<file path="config.mk">
export PLATFORM = sky130hd
export DESIGN_NAME = idex_hazard_stage
export DESIGN_NICKNAME = d
export VERILOG_FILES = /design/src/rtl/idex_hazard_stage.sv
export SDC_FILE = /design/constraint.sdc
export NUM_CORES = 1
export LEC_CHECK = 0
export ABC_AREA = 1
export BUFFER_PORTS_ARGS = -buffer_cell sky130_fd_sc_hd__buf_2
export CORE_UTILIZATION = 35
export CTS_CLUSTER_SIZE = 28
export DETAILED_ROUTE_END_ITERATION = 10
export PLACE_DENSITY = 0.61
export SLEW_MARGIN = 25
export SYNTH_ARGS = -nofsm -noshare
export SYNTH_HDL_FRONTEND = slang
export SYNTH_SLANG_ARGS = --single-unit
</file>
<file path="constraint.sdc">
create_clock -name clk -period 1.6 [get_ports clk]
set_input_delay 0.48 -clock clk [delete_from_list [all_inputs] [get_ports clk]]
set_output_delay 0.48 -clock clk [all_outputs]
set_load 0.005 [all_outputs]
</file>
<file path="src/rtl/idex_hazard_stage.sv">
// ID/EX pipeline register with load-use stall, branch flush control and saturating hazard counters.
// Latency: ID fields appear on IDEX_* one cycle after an advance; PC_write/IFID_write/IFID_flush are combinational.
// Backpressure: ext_stall freezes everything; load-use inserts one bubble while holding PC and IF/ID.
module idex_hazard_stage #(
    parameter int XLEN  = 32,
    parameter int CNT_W = 16
) (
    input  logic             clk,
    input  logic             rst_n,
    input  logic             ID_valid,
    input  logic [XLEN-1:0]  ID_pc,
    input  logic [4:0]       ID_rs1,
    input  logic [4:0]       ID_rs2,
    input  logic [4:0]       ID_rd,
    input  logic [XLEN-1:0]  ID_rs1_data,
    input  logic [XLEN-1:0]  ID_rs2_data,
    input  logic [XLEN-1:0]  ID_imm,
    input  logic [3:0]       ID_funct,
    input  logic             ID_RegWrite,
    input  logic             ID_MemtoReg,
    input  logic             ID_MemRead,
    input  logic             ID_MemWrite,
    input  logic             ID_Branch,
    input  logic             ID_ALUSrc,
    input  logic [1:0]       ID_ALUOp,
    input  logic             branch_taken,
    input  logic             ext_stall,
    output logic [XLEN-1:0]  IDEX_pc,
    output logic [XLEN-1:0]  IDEX_rs1_data,
    output logic [XLEN-1:0]  IDEX_rs2_data,
    output logic [XLEN-1:0]  IDEX_imm,
    output logic [4:0]       IDEX_rs1,
    output logic [4:0]       IDEX_rs2,
    output logic [4:0]       IDEX_rd,
    output logic [3:0]       IDEX_funct,
    output logic             IDEX_RegWrite,
    output logic             IDEX_MemtoReg,
    output logic             IDEX_MemRead,
    output logic             IDEX_MemWrite,
    output logic             IDEX_Branch,
    output logic             IDEX_ALUSrc,
    output logic [1:0]       IDEX_ALUOp,
    output logic             PC_write,
    output logic             IFID_write,
    output logic             IFID_flush,
    output logic [CNT_W-1:0] stall_count,
    output logic [CNT_W-1:0] flush_count
);

    typedef struct packed {
        logic [XLEN-1:0] pc;
        logic [XLEN-1:0] rs1_data;
        logic [XLEN-1:0] rs2_data;
        logic [XLEN-1:0] imm;
        logic [4:0]      rs1;
        logic [4:0]      rs2;
        logic [4:0]      rd;
        logic [3:0]      funct;
        logic            reg_write;
        logic            mem_to_reg;
        logic            mem_read;
        logic            mem_write;
        logic            branch;
        logic            alu_src;
        logic [1:0]      alu_op;
    } idex_t;

    typedef enum logic [1:0] {
        MODE_ADVANCE,
        MODE_HOLD,
        MODE_FLUSH,
        MODE_STALL
    } mode_t;

    idex_t idex_q;
    idex_t id_dat;
    mode_t mode;
    logic  load_use;

    assign id_dat = '{
        pc:         ID_pc,
        rs1_data:   ID_rs1_data,
        rs2_data:   ID_rs2_data,
        imm:        ID_imm,
        rs1:        ID_rs1,
        rs2:        ID_rs2,
        rd:         ID_rd,
        funct:      ID_funct,
        reg_write:  ID_RegWrite,
        mem_to_reg: ID_MemtoReg,
        mem_read:   ID_MemRead,
        mem_write:  ID_MemWrite,
        branch:     ID_Branch,
        alu_src:    ID_ALUSrc,
        alu_op:     ID_ALUOp
    };

    // A load into x0 never creates a dependency, so rd==0 is excluded.
    assign load_use = idex_q.mem_read & ID_valid & (idex_q.rd != 5'd0) &
                      ((idex_q.rd == ID_rs1) | (idex_q.rd == ID_rs2));

    always_comb begin
        mode       = MODE_ADVANCE;
        PC_write   = 1'b1;
        IFID_write = 1'b1;
        IFID_flush = 1'b0;
        if (ext_stall) begin
            mode       = MODE_HOLD;
            PC_write   = 1'b0;
            IFID_write = 1'b0;
        end else if (branch_taken) begin
            mode       = MODE_FLUSH;
            IFID_flush = 1'b1;
        end else if (load_use) begin
            mode       = MODE_STALL;
            PC_write   = 1'b0;
            IFID_write = 1'b0;
        end
    end

    always_ff @(posedge clk or negedge rst_n) begin
        if (!rst_n) begin
            idex_q      <= '0;
            stall_count <= '0;
            flush_count <= '0;
        end else begin
            unique case (mode)
                MODE_HOLD: idex_q <= idex_q;
                MODE_FLUSH: begin
                    idex_q <= '0;
                    if (flush_count != {CNT_W{1'b1}})
                        flush_count <= flush_count + 1'b1;
                end
                MODE_STALL: begin
                    idex_q <= '0;
                    if (stall_count != {CNT_W{1'b1}})
                        stall_count <= stall_count + 1'b1;
                end
                default: idex_q <= ID_valid ? id_dat : '0;
            endcase
        end
    end

    assign IDEX_pc       = idex_q.pc;
    assign IDEX_rs1_data = idex_q.rs1_data;
    assign IDEX_rs2_data = idex_q.rs2_data;
    assign IDEX_imm      = idex_q.imm;
    assign IDEX_rs1      = idex_q.rs1;
    assign IDEX_rs2      = idex_q.rs2;
    assign IDEX_rd       = idex_q.rd;
    assign IDEX_funct    = idex_q.funct;
    assign IDEX_RegWrite = idex_q.reg_write;
    assign IDEX_MemtoReg = idex_q.mem_to_reg;
    assign IDEX_MemRead  = idex_q.mem_read;
    assign IDEX_MemWrite = idex_q.mem_write;
    assign IDEX_Branch   = idex_q.branch;
    assign IDEX_ALUSrc   = idex_q.alu_src;
    assign IDEX_ALUOp    = idex_q.alu_op;

endmodule

</file>
### Word level (Yosys, flattened, before mapping)

Cells that the tools add are included.

| storage, ports and cells | value |
|---|---|
| bits in registers | 187 |
| input bits | 160 |
| logic and storage cells | 44 |

| operators by class | value |
|---|---|
| add/subtract/negate cells | 2 |
| eq/ne operators | 7 |
| mux-type cells | 10 |
| bitwise operators | 4 |
| reduce and logical (&&, ||, !) cells | 4 |

Operators by type and width:

| kind | count |
|---|---|
| one-hot mux 155 bit (2 select lines) | 1 |
| two-way mux 155 bit | 1 |
| adder 16 x 1 -> 16 bit (second input constant) | 2 |
| != test 16 bit (second input constant) | 2 |
| == test 5 bit | 2 |
| two-way mux 2 bit | 3 |
| two-way mux 1 bit | 5 |
| nonzero test 5 bit | 1 |
| == test 2 bit (second input constant) | 2 |
| AND reduction 2 bit | 2 |
| AND 1 bit | 3 |
| == test 2 x 1 -> 1 bit (second input constant) | 1 |
| OR reduction 2 bit | 1 |
| bitwise OR 1 bit | 1 |

### Longest topological paths before layout

| logic depth | value |
|---|---|
| depth in word-level cells | 9 |
| gate-level depth with buffers | 11 |

### Worst setup path before layout

No wires, ideal clock.

| timing path | value |
|---|---|
| path type | register to register |
| from | register stall_count[0] |
| to | register stall_count[8] |
| arrival time | 1.539 ns |
| required time | 1.479 ns |
| path slack | -0.060 ns |
| stages on the path, launching flop included | 11 |
| path buffers | 1 |
| clock period less this slack | 1.660 ns |
| cell sequence | dfrtp_1 ha_1 nand3_1 nor2_2 nand2_1 nor2_1 nand2_1 nand4_2 buf_4 o21bai_1 nand2_1 |

| on the way | value |
|---|---|
| cells in the longest elaborated chain, start to end | 2 |

Ends and longest elaborated chain:

| what | RTL line | source |
|---|---|---|
| start: declaration | 46 | `output logic [CNT_W-1:0] stall_count,` |
| start signal: assignment | 137 | `stall_count <= stall_count + 1'b1;` |
| branches (longest 2 deep; another with adder 16 x 1 -> 16 bit) | n/a |  |

Several ways; the timed one is not identified.
A chain may end at the register's enable or synchronous reset.

### Final worst setup path

| timing path | value |
|---|---|
| from | register idex_q, in the netlist IDEX_rd[0] |
| to | output port IFID_write |

| on the way | value |
|---|---|
| cells in the longest elaborated chain, start to end | 6 |

Ends and longest elaborated chain:

| what | RTL line | source |
|---|---|---|
| start: declaration | 75 | `idex_t idex_q;` |
| start signal: assignment | 128 | `MODE_HOLD: idex_q <= idex_q;` |
| start signal: assignment | 139 | `default: idex_q <= ID_valid ? id_dat : '0;` |
| == test 5 bit / nonzero test 5 bit (equally long branches) | 100, 99 |  |
| bitwise OR 1 bit / AND 1 bit (equally long branches) | 100, 99 |  |
| AND 1 bit * | 99 | `assign load_use = idex_q.mem_read & ID_valid & (idex_q.rd != 5'd0) &` |
| two-way mux 1 bit * | 114 | `end else if (load_use) begin` |
| two-way mux 1 bit * | 111 | `end else if (branch_taken) begin` |
| two-way mux 1 bit * | 107 | `if (ext_stall) begin` |
| end: declaration | 44 | `output logic IFID_write,` |

Mark *: on every way between the ends. The rest lies on a longest branch, timed or not.

==> metrics <==
power density cells=~940 mW/mm^2; prevailing post-synth register cell=sky130_fd_sc_hd__dfrtp_1; instance count on the critical path=7; final setup violation count=174; TritonRoute pass-1 iters=7; Worst Reg-to-Reg Cells=11; async set-reset flop share out of synthesis=100.0%; Final Net Count=1,534; RSZ-0062 raised after global routing=true; Post-Layout Cell Count=1,706; R2R Path Start=IDEX_rd[0]; wire length of the first global-routing pass=40.30 mm; clock network power share=between 30% and 40%; final max-slew violation count=0; pin count of the biggest net entering global routing=73; Cell Rows=56; Syn. warnings=0; relative slew slack=58.25%; register area share after synthesis=56.29%; critical path startpoint category=register; CP endpoint=IFID_write; DR vias/cell=4.615; initial cell density of the core=35.52%; gate count after technology mapping=approximately 940; share of the clock period used by the worst path after layout=130.0%; synthesized cell area=0.008313 sq mm; Final Routed Wirelength=~26 mm; WP buf/inv=1; HPWL after detailed placement=18.46 mm; outcome=complete, but fails checks; Synth area leaders=sky130_fd_sc_hd__dfrtp_1, sky130_fd_sc_hd__nand2_1, sky130_fd_sc_hd__o21ai_2; antenna violations before repair=4; kind of end point of the critical path=output port; WL/cell=15.47 um; number of global-route vias before repair=around 7,600; cell taking the most area after synthesis=sky130_fd_sc_hd__dfrtp_1; class of the worst hold path=primary input to register; largest incremental delay on the critical path=between 0.4 and 0.5 ns; worst reg2reg path endpoint=IDEX_rs2_data[16]; count leader, synth=sky130_fd_sc_hd__nand2_1; CTS tree=yes; fraction of final layout cells with drive strength greater than 1=41.95%; family with the most delay on the worst path=simple AND/OR/NAND/NOR gates; combined area of the multi-input logic cells=between 0.003 and 0.004 sq mm; number of buffers inserted during clock tree synthesis=17; max-cap violation count=0; worst setup skew after layout=0.01479 ns; logic gate share of total power=17.4%; count of routing violations after the opening detailed-route iteration=473; critical path class=register to output port; DR DRC count=0; Die Y=156.1 um; core region area=0.02340 sq mm; routability-driven placement congestion ratio=0.8677; Yosys top cell area share=56.29%; overall track demand over capacity in global routing=a little over a fifth; clock edge transition at the registers on the reported setup and hold paths=0.08 ns; crit-path max FO=6; area of the die=roughly 0.024 sq mm; cell mode on critical path=sky130_fd_sc_hd__nor2_2; worst reg2reg setup slack=-0.39 ns; synthesis-to-finish area growth=48.61%; total leakage power=roughly 6.5 nW; Crit-path slowest cell=sky130_fd_sc_hd__dfrtp_2; # H-tree levels=4; Peak VDD IR=582.1 uV; final design utilization=52.79%; Slew @ Worst Pin=0.6256 ns; master cell of the clock root buffer=sky130_fd_sc_hd__clkbuf_16; Internal=8.211 mW; Synth cell types=29; fillers=2,224; count of placed standard cells including taps=1,641; Arrival @ worst endpoint=1.60 ns; minimum period implied by the final worst setup slack=2.081 ns; failing checks=setup timing; total net switching power=between 3 and 4 mW; source of the critical timing path=IDEX_rd[0]; number of endpoints with negative hold slack in the final report=0; setup slack after layout=-0.4805 ns; number of enable flip-flop cells after synthesis=0; clk sink count=187; clock network latency to the later pin of the worst-skew pair=0.44 ns; number of nets still failing antenna checks after routing=0; vias after detailed routing=7,874; Switching Share=roughly 30%; Post-Syn Nets=approximately 1,100; IO Count=350; Sum Neg Setup Slack=-47.11 ns; ordered cell list for the critical path=nor2_2 > nor2_2 > nor2_1 > nand3_1 > nand2_2 > a21oi_4 > buf_2; average size of a mapped cell=8.815 sq um; Critical Path RT=1.12 ns; die extent in x=156.1 um; highest clock frequency the design can meet=480.6 MHz; post-synthesis register bit count=187; Storage cell area=between 0.004 and 0.005 sq mm; overflow left after global routing=0; Flop pwr share=46.2%; synth cell count leaders=sky130_fd_sc_hd__nand2_1, sky130_fd_sc_hd__dfrtp_1, sky130_fd_sc_hd__o21ai_1; number of buffers added on ports=349; clock buffer depth=2
-- how the worst min path moves through the flow --
stage / start / end / slack [ns] / cells past startpoint
floorplan: rst_n / IDEX_ALUOp[0] / 0.18 / 0
global placement: IDEX_rs1_data[8] / IDEX_rs1_data[8] / 0.46 / 2
detailed placement: IDEX_rs2_data[29] / IDEX_rs2_data[29] / 0.46 / 2
CTS: ID_rs2_data[17] / IDEX_rs2_data[17] / 0.26 / 3
global route: ID_pc[15] / IDEX_pc[15] / 0.26 / 3
finish: ID_rs2_data[17] / IDEX_rs2_data[17] / 0.28 / 3
-- layout by cell type, fill, tap and decap left out, types with 13 or more instances in the layout --
cell type | synthesis | routed
sky130_fd_sc_hd__clkbuf_16 | 0 | 17
sky130_fd_sc_hd__buf_6 | 16 | 14
sky130_fd_sc_hd__o21ai_2 | 50 | 58
sky130_fd_sc_hd__inv_1 | 48 | 47
sky130_fd_sc_hd__o21bai_1 | 13 | 13
sky130_fd_sc_hd__nor2_1 | 30 | 24
sky130_fd_sc_hd__dfrtp_1 | 187 | 183
sky130_fd_sc_hd__xor2_1 | 14 | 14
sky130_fd_sc_hd__buf_12 | 0 | 24
sky130_fd_sc_hd__nand3_1 | 21 | 19
sky130_fd_sc_hd__o21ai_1 | 67 | 82
sky130_fd_sc_hd__buf_4 | 3 | 61
sky130_fd_sc_hd__buf_2 | 3 | 345
sky130_fd_sc_hd__nand2_1 | 386 | 384
-- stage by stage --
| step | setup slack [ns] | area, sq um | power [mW] | hold WS, ns |
|---|---|---|---|---|
| after floorplan | 0.002683 | 8332 | 6.138 | 0.1844 |
| after global placement | -0.2520 | 11020 | 7.198 | 0.4587 |
| after detailed placement | -0.2656 | 11020 | 7.225 | 0.4629 |
| after CTS | -0.5182 | 12260 | 11.69 | 0.2591 |
| after global routing | -0.5918 | 12350 | 12.16 | 0.2593 |
| final | -0.4805 | 12350 | 11.59 | 0.2825 |
-- routing by layer --
metal | part of all wire (%) | GRT usage [%] | wire, um
met1 | 43 | 26.58 | 11330
met2 | 49 | 36.20 | 12870
met3 | 7.4 | 6.556 | 1948
met4 | 0.90 | 4.949 | 237
met5 | 0.038 | 0 | 10
-- worst reg2reg max path, cell delays in order (launching register included) --
cell and delay, ns:
sky130_fd_sc_hd__dfrtp_2 0.46, sky130_fd_sc_hd__nor2_2 0.13, sky130_fd_sc_hd__nor2_2 0.04, sky130_fd_sc_hd__nor2_1 0.10, sky130_fd_sc_hd__nand3_1 0.10, sky130_fd_sc_hd__nand2_2 0.14, sky130_fd_sc_hd__buf_6 0.13, sky130_fd_sc_hd__nand3_4 0.14
sky130_fd_sc_hd__buf_12 0.18, sky130_fd_sc_hd__nand2_8 0.12, sky130_fd_sc_hd__bufbuf_16 0.29, sky130_fd_sc_hd__o21ai_0 0.06
-- cell families (layout without fill, tap and decap cells) --
logic type,after synthesis,in the layout,synth area share (%)
AOI/OAI and AO/OA,170,170,12.96
xor gates and xnor gates,23,23,2.423
adders and majority gates,2,2,0.3010
buffers and inverters,105,544,6.366
DFF,187,187,56.29
other,0,2,0
and+or+nand+nor,456,459,21.66
-- cell type report --
class,instances,share of cell area (%)
Sequential cell,187,37.92
Multi-Input combinational cell,654,26.41
Timing Repair Buffer,460,26.12
Clock buffer,18,3.474
Tap cell,319,3.231
Inverter,52,1.580
Clock inverter,14,1.225
Antenna cell,2,0.04051
-- flip-flops by register name, summed over array words and instances (netlist names) --
name	flops
IDEX_imm	32
IDEX_pc	32
IDEX_rs1_data	32
IDEX_rs2_data	32
flush_count	16
stall_count	16
IDEX_rd	5
IDEX_rs1	5
IDEX_rs2	5
IDEX_funct	4
IDEX_ALUOp	2
IDEX_ALUSrc	1
IDEX_Branch	1
IDEX_MemRead	1
IDEX_MemWrite	1
IDEX_MemtoReg	1
IDEX_RegWrite	1
-- what timing repair did --
action,4_1_cts,5_1_grt
gates cloned,14,0
setup buffers,14,3
hold endpoints to repair,18,0
pin swaps,5,5
endpoints found under the setup margin,182,196
resized for setup,59,16
hold buffers,1,0
-- power groups by stage --
stage / logic (mW) / registers (mW) / clock network [mW]
floorplan: 0.690 / 5.45 / 0
global placement: 1.78 / 5.41 / 0
detailed placement: 1.80 / 5.42 / 0
CTS: 2.01 / 5.33 / 4.35
global route: 2.23 / 5.39 / 4.54
finish: 2.01 / 5.35 / 4.22
Power figures use the tool's default switching activity.
